--- src/rtl/muldiv_pkg.sv ---
// Shared constants for the multiply/divide sequencer: op codes,
// sequencer states and unit-select encoding.
package muldiv_pkg;

    localparam logic [1:0] OP_MULT = 2'b00;
    localparam logic [1:0] OP_DIV  = 2'b01;
    localparam logic [1:0] OP_MTHI = 2'b10;
    localparam logic [1:0] OP_MTLO = 2'b11;

    localparam logic UNIT_MULT = 1'b0;
    localparam logic UNIT_DIV  = 1'b1;

    typedef enum logic [1:0] {
        ST_IDLE   = 2'b00,
        ST_LAUNCH = 2'b01,
        ST_WAIT   = 2'b10
    } state_e;

    function automatic logic unit_of(input logic [1:0] op);
        return (op == OP_DIV) ? UNIT_DIV : UNIT_MULT;
    endfunction

endpackage

--- src/rtl/muldiv_ctrl_if.sv ---
// Request/unit/result bundle between control unit, sequencer and
// the multiply/divide datapath.
interface muldiv_if #(
    parameter int WIDTH = 32
);
    logic             op_valid;
    logic [1:0]       op_code;
    logic [WIDTH-1:0] op_a;
    logic [WIDTH-1:0] op_b;
    logic             op_ready;
    logic             busy;
    logic             unit_start;
    logic             unit_sel;
    logic [WIDTH-1:0] unit_a;
    logic [WIDTH-1:0] unit_b;
    logic             unit_done;
    logic [WIDTH-1:0] unit_hi;
    logic [WIDTH-1:0] unit_lo;
    logic [WIDTH-1:0] hi_out;
    logic [WIDTH-1:0] lo_out;
    logic             div_zero_exc;
    logic             timeout_err;

    modport master (
        output op_valid, op_code, op_a, op_b,
        output unit_done, unit_hi, unit_lo,
        input  op_ready, busy, unit_start, unit_sel,
        input  unit_a, unit_b, hi_out, lo_out,
        input  div_zero_exc, timeout_err
    );

    modport slave (
        input  op_valid, op_code, op_a, op_b,
        input  unit_done, unit_hi, unit_lo,
        output op_ready, busy, unit_start, unit_sel,
        output unit_a, unit_b, hi_out, lo_out,
        output div_zero_exc, timeout_err
    );
endinterface

--- src/rtl/muldiv_ctrl_hilo_regs.sv ---
// Architectural HI/LO pair: independent MTHI/MTLO writes plus a joint
// result write from the multiply/divide units.
module hilo_regs #(
    parameter int WIDTH = 32
) (
    input  logic             clk_i,
    input  logic             rst_i,
    input  logic             hi_we_i,
    input  logic [WIDTH-1:0] hi_wd_i,
    input  logic             lo_we_i,
    input  logic [WIDTH-1:0] lo_wd_i,
    input  logic             res_we_i,
    input  logic [WIDTH-1:0] res_hi_i,
    input  logic [WIDTH-1:0] res_lo_i,
    output logic [WIDTH-1:0] hi_o,
    output logic [WIDTH-1:0] lo_o
);

    logic [WIDTH-1:0] hi_q, hi_d;
    logic [WIDTH-1:0] lo_q, lo_d;

    always_comb begin
        hi_d = hi_q;
        lo_d = lo_q;
        if (res_we_i) begin
            hi_d = res_hi_i;
            lo_d = res_lo_i;
        end else begin
            if (hi_we_i) hi_d = hi_wd_i;
            if (lo_we_i) lo_d = lo_wd_i;
        end
    end

    always_ff @(posedge clk_i) begin
        if (rst_i) begin
            hi_q <= '0;
            lo_q <= '0;
        end else begin
            hi_q <= hi_d;
            lo_q <= lo_d;
        end
    end

    assign hi_o = hi_q;
    assign lo_o = lo_q;

endmodule

--- src/rtl/muldiv_ctrl.sv ---
// Multiply/divide sequencer: accepts requests, launches a unit, owns HI/LO.
// Optional WAIT-state watchdog enabled by defining MULDIV_TIMEOUT_EN.
module muldiv_ctrl
    import muldiv_pkg::*;
#(
    parameter int WIDTH          = 32,
    parameter int TIMEOUT_CYCLES = 40
) (
    input  logic    clk,
    input  logic    Reset,
    muldiv_if.slave bus
);

    if (TIMEOUT_CYCLES < 1) begin : g_bad_timeout
        $error("TIMEOUT_CYCLES must be at least 1");
    end

    state_e           state_q, state_d;
    logic [WIDTH-1:0] a_q, a_d;
    logic [WIDTH-1:0] b_q, b_d;
    logic             sel_q, sel_d;
    logic             dz_q, dz_d;
    logic             hi_we, lo_we, res_we;
    logic             b_zero;
    logic             is_mthi, is_mtlo, is_dz;

`ifdef MULDIV_TIMEOUT_EN
    localparam int CNT_W = $clog2(TIMEOUT_CYCLES + 1);
    logic [CNT_W-1:0] cnt_q, cnt_d;
    logic             to_q, to_d;
`endif

    assign b_zero  = (bus.op_b == '0);
    assign is_mthi = (bus.op_code == OP_MTHI);
    assign is_mtlo = (bus.op_code == OP_MTLO);
    assign is_dz   = (bus.op_code == OP_DIV) && b_zero;

    always_comb begin
        state_d = state_q;
        a_d     = a_q;
        b_d     = b_q;
        sel_d   = sel_q;
        dz_d    = 1'b0;
        hi_we   = 1'b0;
        lo_we   = 1'b0;
        res_we  = 1'b0;
`ifdef MULDIV_TIMEOUT_EN
        cnt_d   = cnt_q;
        to_d    = 1'b0;
`endif
        unique case (state_q)
            ST_IDLE: begin
                if (bus.op_valid) begin
                    unique case (1'b1)
                        is_mthi: hi_we = 1'b1;
                        is_mtlo: lo_we = 1'b1;
                        is_dz:   dz_d  = 1'b1;
                        default: begin
                            a_d     = bus.op_a;
                            b_d     = bus.op_b;
                            sel_d   = unit_of(bus.op_code);
                            state_d = ST_LAUNCH;
                        end
                    endcase
                end
            end
            ST_LAUNCH: begin
                // a done pulse here belongs to nothing we launched
                state_d = ST_WAIT;
`ifdef MULDIV_TIMEOUT_EN
                cnt_d   = '0;
`endif
            end
            ST_WAIT: begin
                if (bus.unit_done) begin
                    res_we  = 1'b1;
                    state_d = ST_IDLE;
                end
`ifdef MULDIV_TIMEOUT_EN
                else if (cnt_q == CNT_W'(TIMEOUT_CYCLES - 1)) begin
                    to_d    = 1'b1;
                    state_d = ST_IDLE;
                end else begin
                    cnt_d = cnt_q + CNT_W'(1);
                end
`endif
            end
            default: state_d = ST_IDLE;
        endcase
    end

    always_ff @(posedge clk) begin
        if (Reset) begin
            state_q <= ST_IDLE;
            a_q     <= '0;
            b_q     <= '0;
            sel_q   <= UNIT_MULT;
            dz_q    <= 1'b0;
        end else begin
            state_q <= state_d;
            a_q     <= a_d;
            b_q     <= b_d;
            sel_q   <= sel_d;
            dz_q    <= dz_d;
        end
    end

`ifdef MULDIV_TIMEOUT_EN
    always_ff @(posedge clk) begin
        if (Reset) begin
            cnt_q <= '0;
            to_q  <= 1'b0;
        end else begin
            cnt_q <= cnt_d;
            to_q  <= to_d;
        end
    end
    assign bus.timeout_err = to_q;
`else
    assign bus.timeout_err = 1'b0;
`endif

    hilo_regs #(
        .WIDTH(WIDTH)
    ) u_hilo (
        .clk_i   (clk),
        .rst_i   (Reset),
        .hi_we_i (hi_we),
        .hi_wd_i (bus.op_a),
        .lo_we_i (lo_we),
        .lo_wd_i (bus.op_a),
        .res_we_i(res_we),
        .res_hi_i(bus.unit_hi),
        .res_lo_i(bus.unit_lo),
        .hi_o    (bus.hi_out),
        .lo_o    (bus.lo_out)
    );

    assign bus.op_ready     = (state_q == ST_IDLE);
    assign bus.busy         = (state_q != ST_IDLE);
    assign bus.unit_start   = (state_q == ST_LAUNCH);
    assign bus.unit_sel     = sel_q;
    assign bus.unit_a       = a_q;
    assign bus.unit_b       = b_q;
    assign bus.div_zero_exc = dz_q;

endmodule
--- src/flat_wrapper.sv ---
// flat-port wrapper written by rule: the top's interface ports become plain ports
module muldiv_ctrl_flat import muldiv_pkg::*;
#(
    parameter int WIDTH          = 32,
    parameter int TIMEOUT_CYCLES = 40
)
  (clk, Reset, bus_op_valid, bus_op_code, bus_op_a, bus_op_b, bus_unit_done, bus_unit_hi, bus_unit_lo, bus_op_ready, bus_busy, bus_unit_start, bus_unit_sel, bus_unit_a, bus_unit_b, bus_hi_out, bus_lo_out, bus_div_zero_exc, bus_timeout_err);
  muldiv_if #(.WIDTH(WIDTH)) bus_i ();
  input  logic clk;
  input  logic Reset;
  input wire logic [$bits(bus_i.op_valid)-1:0] bus_op_valid;
  input wire logic [$bits(bus_i.op_code)-1:0] bus_op_code;
  input wire logic [$bits(bus_i.op_a)-1:0] bus_op_a;
  input wire logic [$bits(bus_i.op_b)-1:0] bus_op_b;
  input wire logic [$bits(bus_i.unit_done)-1:0] bus_unit_done;
  input wire logic [$bits(bus_i.unit_hi)-1:0] bus_unit_hi;
  input wire logic [$bits(bus_i.unit_lo)-1:0] bus_unit_lo;
  output wire logic [$bits(bus_i.op_ready)-1:0] bus_op_ready;
  output wire logic [$bits(bus_i.busy)-1:0] bus_busy;
  output wire logic [$bits(bus_i.unit_start)-1:0] bus_unit_start;
  output wire logic [$bits(bus_i.unit_sel)-1:0] bus_unit_sel;
  output wire logic [$bits(bus_i.unit_a)-1:0] bus_unit_a;
  output wire logic [$bits(bus_i.unit_b)-1:0] bus_unit_b;
  output wire logic [$bits(bus_i.hi_out)-1:0] bus_hi_out;
  output wire logic [$bits(bus_i.lo_out)-1:0] bus_lo_out;
  output wire logic [$bits(bus_i.div_zero_exc)-1:0] bus_div_zero_exc;
  output wire logic [$bits(bus_i.timeout_err)-1:0] bus_timeout_err;
  assign bus_i.op_valid = bus_op_valid;
  assign bus_i.op_code = bus_op_code;
  assign bus_i.op_a = bus_op_a;
  assign bus_i.op_b = bus_op_b;
  assign bus_i.unit_done = bus_unit_done;
  assign bus_i.unit_hi = bus_unit_hi;
  assign bus_i.unit_lo = bus_unit_lo;
  assign bus_op_ready = bus_i.op_ready;
  assign bus_busy = bus_i.busy;
  assign bus_unit_start = bus_i.unit_start;
  assign bus_unit_sel = bus_i.unit_sel;
  assign bus_unit_a = bus_i.unit_a;
  assign bus_unit_b = bus_i.unit_b;
  assign bus_hi_out = bus_i.hi_out;
  assign bus_lo_out = bus_i.lo_out;
  assign bus_div_zero_exc = bus_i.div_zero_exc;
  assign bus_timeout_err = bus_i.timeout_err;
  muldiv_ctrl #(.WIDTH(WIDTH), .TIMEOUT_CYCLES(TIMEOUT_CYCLES)) u_core (.clk(clk), .Reset(Reset), .bus(bus_i));
endmodule
--- config.mk ---
export PLATFORM = sky130hd
export DESIGN_NAME = muldiv_ctrl_flat
export DESIGN_NICKNAME = d
export VERILOG_FILES = /design/src/rtl/muldiv_pkg.sv /design/src/rtl/muldiv_ctrl_if.sv /design/src/rtl/muldiv_ctrl_hilo_regs.sv /design/src/rtl/muldiv_ctrl.sv /design/src/flat_wrapper.sv
export SDC_FILE = /design/constraint.sdc
export NUM_CORES = 1
export LEC_CHECK = 0
export CORE_MARGIN = 2
export CORE_UTILIZATION = 40
export CTS_BUF_LIST = sky130_fd_sc_hd__clkbuf_16
export DETAILED_ROUTE_END_ITERATION = 16
export GPL_TIMING_DRIVEN = 0
export PLACE_DENSITY = 0.77
export SLEW_MARGIN = 20
export SYNTH_ARGS = -nofsm -noshare
export SYNTH_HDL_FRONTEND = slang
export SYNTH_SLANG_ARGS = --single-unit
--- constraint.sdc ---
create_clock -name clk -period 1.7 [get_ports clk]
set_clock_uncertainty 0.05 [all_clocks]
set_input_delay 0.255 -clock clk [delete_from_list [all_inputs] [get_ports clk]]
set_output_delay 0.255 -clock clk [all_outputs]
set_load 0.01 [all_outputs]
Yosys cells after proc, flatten, opt, wreduce, memory -nomap -nowiden:

Cells that the tools add are included.
W data, S select, Z words.

* equal/unequal tests: 8
* mux-type cells: 18
* bitwise logic cells: 3
* reduce and logical (&&, ||, !) cells: 10

Operators with widths (number)
* $mux W32: 4
* $logic_not A32 Y1: 1
* $mux W1: 10
* $eq A2 B2 Y1 const B: 3
* $mux W2: 3
* $ne A2 B2 Y1 const B: 3
* $pmux W2 S3: 1
* $reduce_and A3 Y1: 2
* $reduce_bool A2 Y1: 3
* $reduce_or A3 Y1: 2
* $eq A2 B1 Y1 const B: 2
* $not A1 Y1: 3
* $logic_not A2 Y1: 1
* $logic_and A1 B1 Y1: 1

* register bits: 132
* input bits: 134
* output and inout port bits: 134
* word-level logic and storage cells: 46

Logic depth before layout (Yosys ltp):

Gate-level depths: netlist of the first run.

* word-level depth: 6
* mapped depth: 8
* mapped depth without buffers: 5

By module:

A second synthesis of the first run with hierarchy kept.

* cells, all modules: 600
* area total of the unflattened synthesis: 6444.9 um2

Modules (own cells, without submodules)
* hilo_regs: instances 1, cells an instance 285, area an instance 3224.3 um2, sequential area each 1281.2 um2
* muldiv_ctrl: instances 1, cells an instance 315, area an instance 3220.6 um2, sequential area each 1361.3 um2

Least setup slack after synthesis of the first run:

Ideal clock, no wire load.

* path type: flip-flop to flip-flop
* start: reg u_core.state_q[1]
* end: reg u_core.b_q[30], in the netlist u_core.bus.unit_b[30]
* library setup time: 0.095 ns
* arrival: 1.533 ns
* data required time: 1.555 ns
* path slack: 0.021 ns
* stages on the path, launching flop included: 7
* path buffers: 1
* clock period less this slack: 1.679 ns
* cell sequence: dfxtp_1 -> or2_4 -> clkinv_2 -> nand2_4 -> clkbuf_2 -> or4b_2 -> o311ai_1

* word-level cells in the longest chain between the ends: 2

Ends and longest elaborated chain
* start: declaration: RTL line muldiv_ctrl.sv:18 `state_e state_q, state_d;`
* start signal: assignment: RTL line muldiv_ctrl.sv:100 `state_q <= state_d;`
* $logic_not A2 Y1
* via bus_op_ready: RTL line flat_wrapper.sv:18 `output wire logic [$bits(bus_i.op_ready)-1:0] bus_op_ready;`
* $reduce_and A3 Y1 (no line)
* end signal: assignment: RTL line muldiv_ctrl.sv:96 `b_q <= '0;`
* end signal: assignment: RTL line muldiv_ctrl.sv:102 `b_q <= b_d;`
* end: declaration: RTL line muldiv_ctrl.sv:20 `logic [WIDTH-1:0] b_q, b_d;`

The timed path passes the listed nets, and every way through them passes these cells.
A chain may end at the register's enable or synchronous reset.

Final worst setup path of the first run:

* start: reg u_core.state_q[0]
* end: reg u_core.b_q[19], in the netlist u_core.bus.unit_b[19]

* word-level cells in the longest chain between the ends: 2

Ends and longest elaborated chain
* $logic_not A2 Y1: RTL line muldiv_ctrl.sv:51 `unique case (state_q)`
* $reduce_and A3 Y1 (no line)

No other way between the ends.

==> flow_summary.ini, run 1 <==
[clock_network]
cts_hold_buf = 0
clkTransAtPathRegs_ns = 0.06
clk_latency_ns = 0.43
cts_made_buffers = 17
clkSinkCount = 132
cts_buffer_depth = 2
cts_tree = yes
h-tree-depth = 4
clockRootBuffer = clkbuf_16

[die]
pin_count = 268
die_w_um = 136
die_y_um = 136
fp.coreArea_um2 = 17100
row_count = 48
die_area_um2 = 18400
start_util = 0.404

[sta]
hold_slack_ns = 0.251
slew_violations = 0
hold_violations = 0
worst_pin_slew_ns = 0.558
post-route-period-util = 1.08
fmax_mhz = 544
rsz0062_at_grt = yes
setup_viol = 56
finalCriticalPeriod_ns = 1.84
maxSlewHeadroom = 0.628
setup_ws_ns = -0.138

[power_and_ir_drop]
fin_total_pwr_mw = 9.03
p_leak_nw = 3.97
peakVddDrop_uv = 751
power.density_nw_per_um2 = 785

[yosys]
netlist-cell-type-count = 40
synth_area_leaders = dfxtp_1 38%, mux2i_1 9.3%, or4b_1 6.9%
syn_nets = 882
yosys_warnings = 0
async_flop_share = 0
synth_ff_type = dfxtp_1
synth_seq_cells = 132
synthesis.area_um2 = 6920
synth_top_area_cell = dfxtp_1
seq_area_frac_synth = 0.382
syn_inst = 748
synth_edf_count = 0
avgSynthCellArea_um2 = 9.25
synth.top_cell.area_share = 0.382

[drt]
drcViolationCount = 0
first_pass_iters = 5
wl_um = 26600
wl_per_cell_um = 20.5
postRouteAntennaNets = 0
drt-initial-drc-count = 510
vias_per_cell = 5.73
vias = 7449

[critical_path]
required_ns = 1.99
crit_chain = or2_4, clkinv_8, nand2_8, buf_6, buf_8, or4b_4, o311ai_2
r2r_cells = 7
r2r_slack_ns = -0.14
path_max_fanout = 11
slowest_delay_ns = 0.49
rr_endpoint = u_core.bus.unit_b[19]
r2r_start = u_core.state_q[0]
crit_arrival_ns = 2.13
cp-start-kind = flop
crit_type = flop to flop
endpoint_kind = flop
critPathSlowestCell = or4b_4

[status]
status = finished, violations left
violations = setup timing

[final_layout]
nNetsFinal = 1194
drive_gt1_frac = 0.190
fill_cells = 1395
final_util = 0.672
mostFrequentLayoutCell = clkdlybuf4s50_1
layout_common_cells = 237 x clkdlybuf4s50_1, 130 x dfxtp_1, 67 x nor2_1, 63 x mux2i_1, 60 x a211oi_1
synthToLayoutAreaGrowth_pct = 66.1

[global_route]
grt_pass1_vias = 7219
antenna_found_initial = 1
gr-usage-all-layers = 0.277
grt_pass1_wl_um = 39700
grt_max_degree = 20
grt-ovfl-total = 0

[place]
hpwl_um = 18300
place.gp.congestion = 0.845
port_buffers = 264

[min_path]
hold_path_class = input pin to flop
worstHoldStart = bus_op_b[17]
min_to = u_core.bus.unit_b[17]
min_delay_path_depth = 3

[run]
cap_violations = 0
-- synthesized netlist by cell type (2+ instances only) --
cell type	instances
dfxtp_1	132
nor2_1	67
a211oi_1	64
mux2i_1	64
clkbuf_1	48
or4b_1	48
nand4_1	34
nor2b_1	33
o21ai_0	33
nand2b_1	32
o211ai_1	32
o21bai_1	32
o311ai_1	30
buf_2	16
or4b_2	16
buf_1	11
nor4_1	11
buf_4	9
buf_6	7
clkbuf_2	3
o311ai_0	3
a31o_2	2
and3_1	2
nor3b_1	2
or2_4	2
-- cell families after synthesis --
kind of cell | count (synthesis) | synth area share
and+or+nand+nor | 259 | 0.250
AOI/OAI and AO/OA | 196 | 0.207
DFF | 132 | 0.382
buffers and inverters | 96 | 0.0682
muxes | 64 | 0.0926
other | 1 | 0.000542
-- how the worst max path moves through the flow --
stage,startpoint,end,slack [ns],depth (start not counted)
floorplan,u_core.state_q[1],u_core.bus.unit_b[30],0.02,6
global placement,bus_op_code[0],u_core.bus.unit_b[0],-0.69,7
detailed placement,Reset,u_core.u_hilo.hi_o[2],-0.75,5
CTS,u_core.state_q[1],u_core.bus.unit_a[6],-0.16,7
global route,u_core.state_q[0],u_core.bus.unit_b[19],-0.18,7
finish,u_core.state_q[0],u_core.bus.unit_b[19],-0.14,7
-- layer usage --
layer	wire length (um)	vias up	track usage
li1	-	3499	-
met4	716	0	0.108
met3	1820	50	0.0655
met1	11100	3587	0.352
met5	0	-	0
met2	12900	313	0.457
-- area by class of cell --
cell class / instances / area (um2) / share of cell area
Sequential cell: 132 / 2650 / 0.230
Clock inverter: 15 / 179 / 0.0156
Tap cell: 225 / 282 / 0.0245
Clock buffer: 17 / 425 / 0.0370
Inverter: 2 / 20.0 / 0.00174
Timing Repair Buffer: 298 / 3080 / 0.268
Buffer: 88 / 714 / 0.0622
Antenna cell: 1 / 2.50 / 0.000218
Multi-Input combinational cell: 521 / 4150 / 0.361
-- metrics by stage --
step	setup TNS, ns	worst slack, ns	area, um2	cells
2_1_floorplan	0	0.0213	6920	748
3_3_place_gp	-81.02	-0.694	9840	1237
3_5_place_dp	-85.84	-0.754	9840	1237
4_1_cts	-2.74	-0.160	11200	1292
5_1_grt	-7.16	-0.181	11500	1299
6_report	-3.67	-0.138	11500	1299
-- sequential cells by signal, summed over array words and instances (netlist names) --
register                 count
u_core.bus.unit_sel          1
u_core.u_hilo.hi_o          32
u_core.state_q               2
u_core.bus.unit_a           32
u_core.u_hilo.lo_o          32
u_core.bus.div_zero_exc      1
u_core.bus.unit_b           32
-- critical path, delay by kind of cell (launching register included) --
kind,cells,cell delay (ns)
AO/OA/AOI/OAI,1,0.09
buffers and inverters,3,0.41
flip-flops,1,0.33
AND/OR/NAND/NOR,3,0.86
-- power breakdown --
part           switching, mW  total (mW)  internal, mW
Sequential            0.0981        3.38          3.28
Combinational          0.836        1.83         0.996
Clock                   1.51        3.82          2.31
Total                   2.44        9.03          6.59
-- what timing repair did --
item,CTS,global route
resized for setup,161,81
gates cloned,10,2
setup endpoints to repair,134,126
pin swaps,18,16
buffers inserted,16,7
Power figures use the tool's default switching activity.
==> inputs of run 2 (changes only) <==
==> constraint.sdc (replaced) <==
create_clock -name clk -period 1.7 [get_ports clk]
set_clock_uncertainty 0.05 [all_clocks]
set_input_delay 0.34 -clock clk [delete_from_list [all_inputs] [get_ports clk]]
set_output_delay 0.34 -clock clk [all_outputs]
set_load 0.01 [all_outputs]
==> flow_summary.ini, run 2 (synthesized netlist as in run 1, its figures left out) <==
[critical_path]
required_ns = 1.98
endpoint_kind = flop
crit_type = flop to flop
crit_arrival_ns = 2.11
r2r_start = u_core.state_q[0]
cp-startpoint = u_core.state_q[0]
critPathCapture = u_core.bus.unit_b[19]
r2r_slack_ns = -0.12
rr_endpoint = u_core.bus.unit_b[19]
path_max_fanout = 6
cp-start-kind = flop
r2r_cells = 7

[die]
row_count = 48
fp.coreArea_um2 = 17100
die_w_um = 136
pin_count = 268
die_area_um2 = 18400
start_util = 0.404
die_y_um = 136

[min_path]
min_delay_path_depth = 4
worstHoldStart = bus_op_b[6]
hold_path_class = input pin to flop

[power_and_ir_drop]
switching_share = 0.272
switching_power_mw = 2.41
p_comb_frac = 0.189
p_leak_nw = 4.99
power.density_nw_per_um2 = 787
pwr-share-seq = 0.380
peakVddDrop_uv = 707
power_frac_clock = 0.431
internal-power_mw = 6.45

[clock_network]
clkTransAtPathRegs_ns = 0.06
cts_hold_buf = 0
cts_buffer_depth = 2
h-tree-depth = 4
clkSinkCount = 132
cts_made_buffers = 17
cts_tree = yes
clockRootBuffer = clkbuf_16
clk_latency_ns = 0.42

[drt]
drt-initial-drc-count = 562
vias_per_cell = 5.74
first_pass_iters = 4
vias = 7415
drcViolationCount = 0
postRouteAntennaNets = 0
wl_per_cell_um = 20.3
wl_um = 26200

[sta]
finalCriticalPeriod_ns = 1.82
rsz0062_at_grt = yes
maxSlewHeadroom = 0.644
setup_ws_ns = -0.122
setup_viol = 46
fmax_mhz = 549
slew_violations = 0
post-route-period-util = 1.07
hold_violations = 0
worst_pin_slew_ns = 0.534

[global_route]
grt_pass1_wl_um = 39400
grt_pass1_vias = 7125
grt-ovfl-total = 0
antenna_found_initial = 0
gr-usage-all-layers = 0.276
grt_max_degree = 20

[status]
violations = setup timing
status = finished, violations left

[place]
hpwl_um = 18300
place.gp.congestion = 0.845
preCtsSetupSlack_ns = -0.839
dp.cells = 1237
port_buffers = 264
dpl_cell_area_um2 = 9840

[final_layout]
nNetsFinal = 1187
postLayoutCellArea_um2 = 11300
synthToLayoutAreaGrowth_pct = 62.6
drive_gt1_frac = 0.182
fill_cells = 1472
multiInputGateArea_um2 = 4140
antennaDiodeCount = 0
final_cell_count_no_fill = 1291
mostFrequentLayoutCell = dfxtp_1
regArea_um2 = 2650
layout_common_cells = 130 x dfxtp_1, 119 x dlygate4sd2_1, 102 x clkdlybuf4s50_1, 67 x nor2_1

[run]
cap_violations = 0
==> run 2: cell count changes in the layout (fill, tap and decap cells not counted), sizes merged <==
cell / delta
buf: +3
bufbuf: -3
clkbuf: -6
clkdlybuf4s15: +1
clkdlybuf4s50: -135
diode: -1
dlygate4sd2: +94
dlymetal6s2s: +39
==> run 2: worst max-delay path: stages, from the launching register on <==
cell       delay (ns)
dfxtp_2          0.33
or2_4            0.29
clkinv_8         0.08
nand2_8          0.09
buf_8            0.16
clkbuf_16        0.15
or4b_4           0.50
o311ai_4         0.07
==> run 2: through the flow <==
| stage | utilization | hold slack, ns | total power [mW] | TNS (ns) |
|---|---|---|---|---|
| 2_1_floorplan | - | 0.439 | 4.09 | 0 |
| 3_3_place_gp | 0.575 | 0.434 | 5.00 | -92.24 |
| 3_5_place_dp | 0.575 | 0.440 | 5.02 | -97.06 |
| 4_1_cts | 0.633 | 0.347 | 8.81 | -1.28 |
| 5_1_grt | 0.657 | 0.329 | 9.15 | -4.75 |
| 6_report | 0.657 | 0.299 | 8.85 | -2.21 |
==> run 2: power groups by stage <==
| stage | Sequential, mW | Clock [mW] | Combinational, mW |
|---|---|---|---|
| 2_1_floorplan | 3.51 | 0 | 0.578 |
| 3_3_place_gp | 3.43 | 0 | 1.56 |
| 3_5_place_dp | 3.44 | 0 | 1.58 |
| 4_1_cts | 3.37 | 3.85 | 1.60 |
| 5_1_grt | 3.39 | 3.98 | 1.78 |
| 6_report | 3.37 | 3.81 | 1.67 |
==> run 2: layer usage <==
metal  share of wire  GRT usage  vias to the layer above
li1                -          -                     3479
met1            0.42      0.354                     3564
met2            0.49      0.452                      326
met3           0.066     0.0640                       46
met4           0.022      0.103                        0
met5               0          0                        -
==> run 2: how the worst min path moves through the flow <==
stage	slack, ns	endpoint
final	0.30	u_core.bus.div_zero_exc
after global routing	0.33	u_core.bus.unit_b[16]
after CTS	0.35	u_core.bus.div_zero_exc
after detailed placement	0.44	u_core.u_hilo.lo_o[29]
after global placement	0.43	u_core.u_hilo.lo_o[1]
after floorplan	0.44	u_core.bus.div_zero_exc
==> run 2: final cells by class <==
| cell class | count | area share |
|---|---|---|
| Multi-Input combinational cell | 521 | 0.368 |
| Timing Repair Buffer | 289 | 0.255 |
| Sequential cell | 132 | 0.235 |
| Buffer | 90 | 0.0616 |
| Clock buffer | 17 | 0.0378 |
| Tap cell | 225 | 0.0250 |
| Clock inverter | 15 | 0.0159 |
| Inverter | 2 | 0.00178 |
==> run 2: timing repair <==
action / 4_1_cts / 5_1_grt
resized for setup: 243 / 138
setup buffers: 13 / 5
setup endpoints to repair: 230 / 153
pin swaps: 15 / 14
gates cloned: 8 / 1
endpoints found under the hold margin: 0 / 0
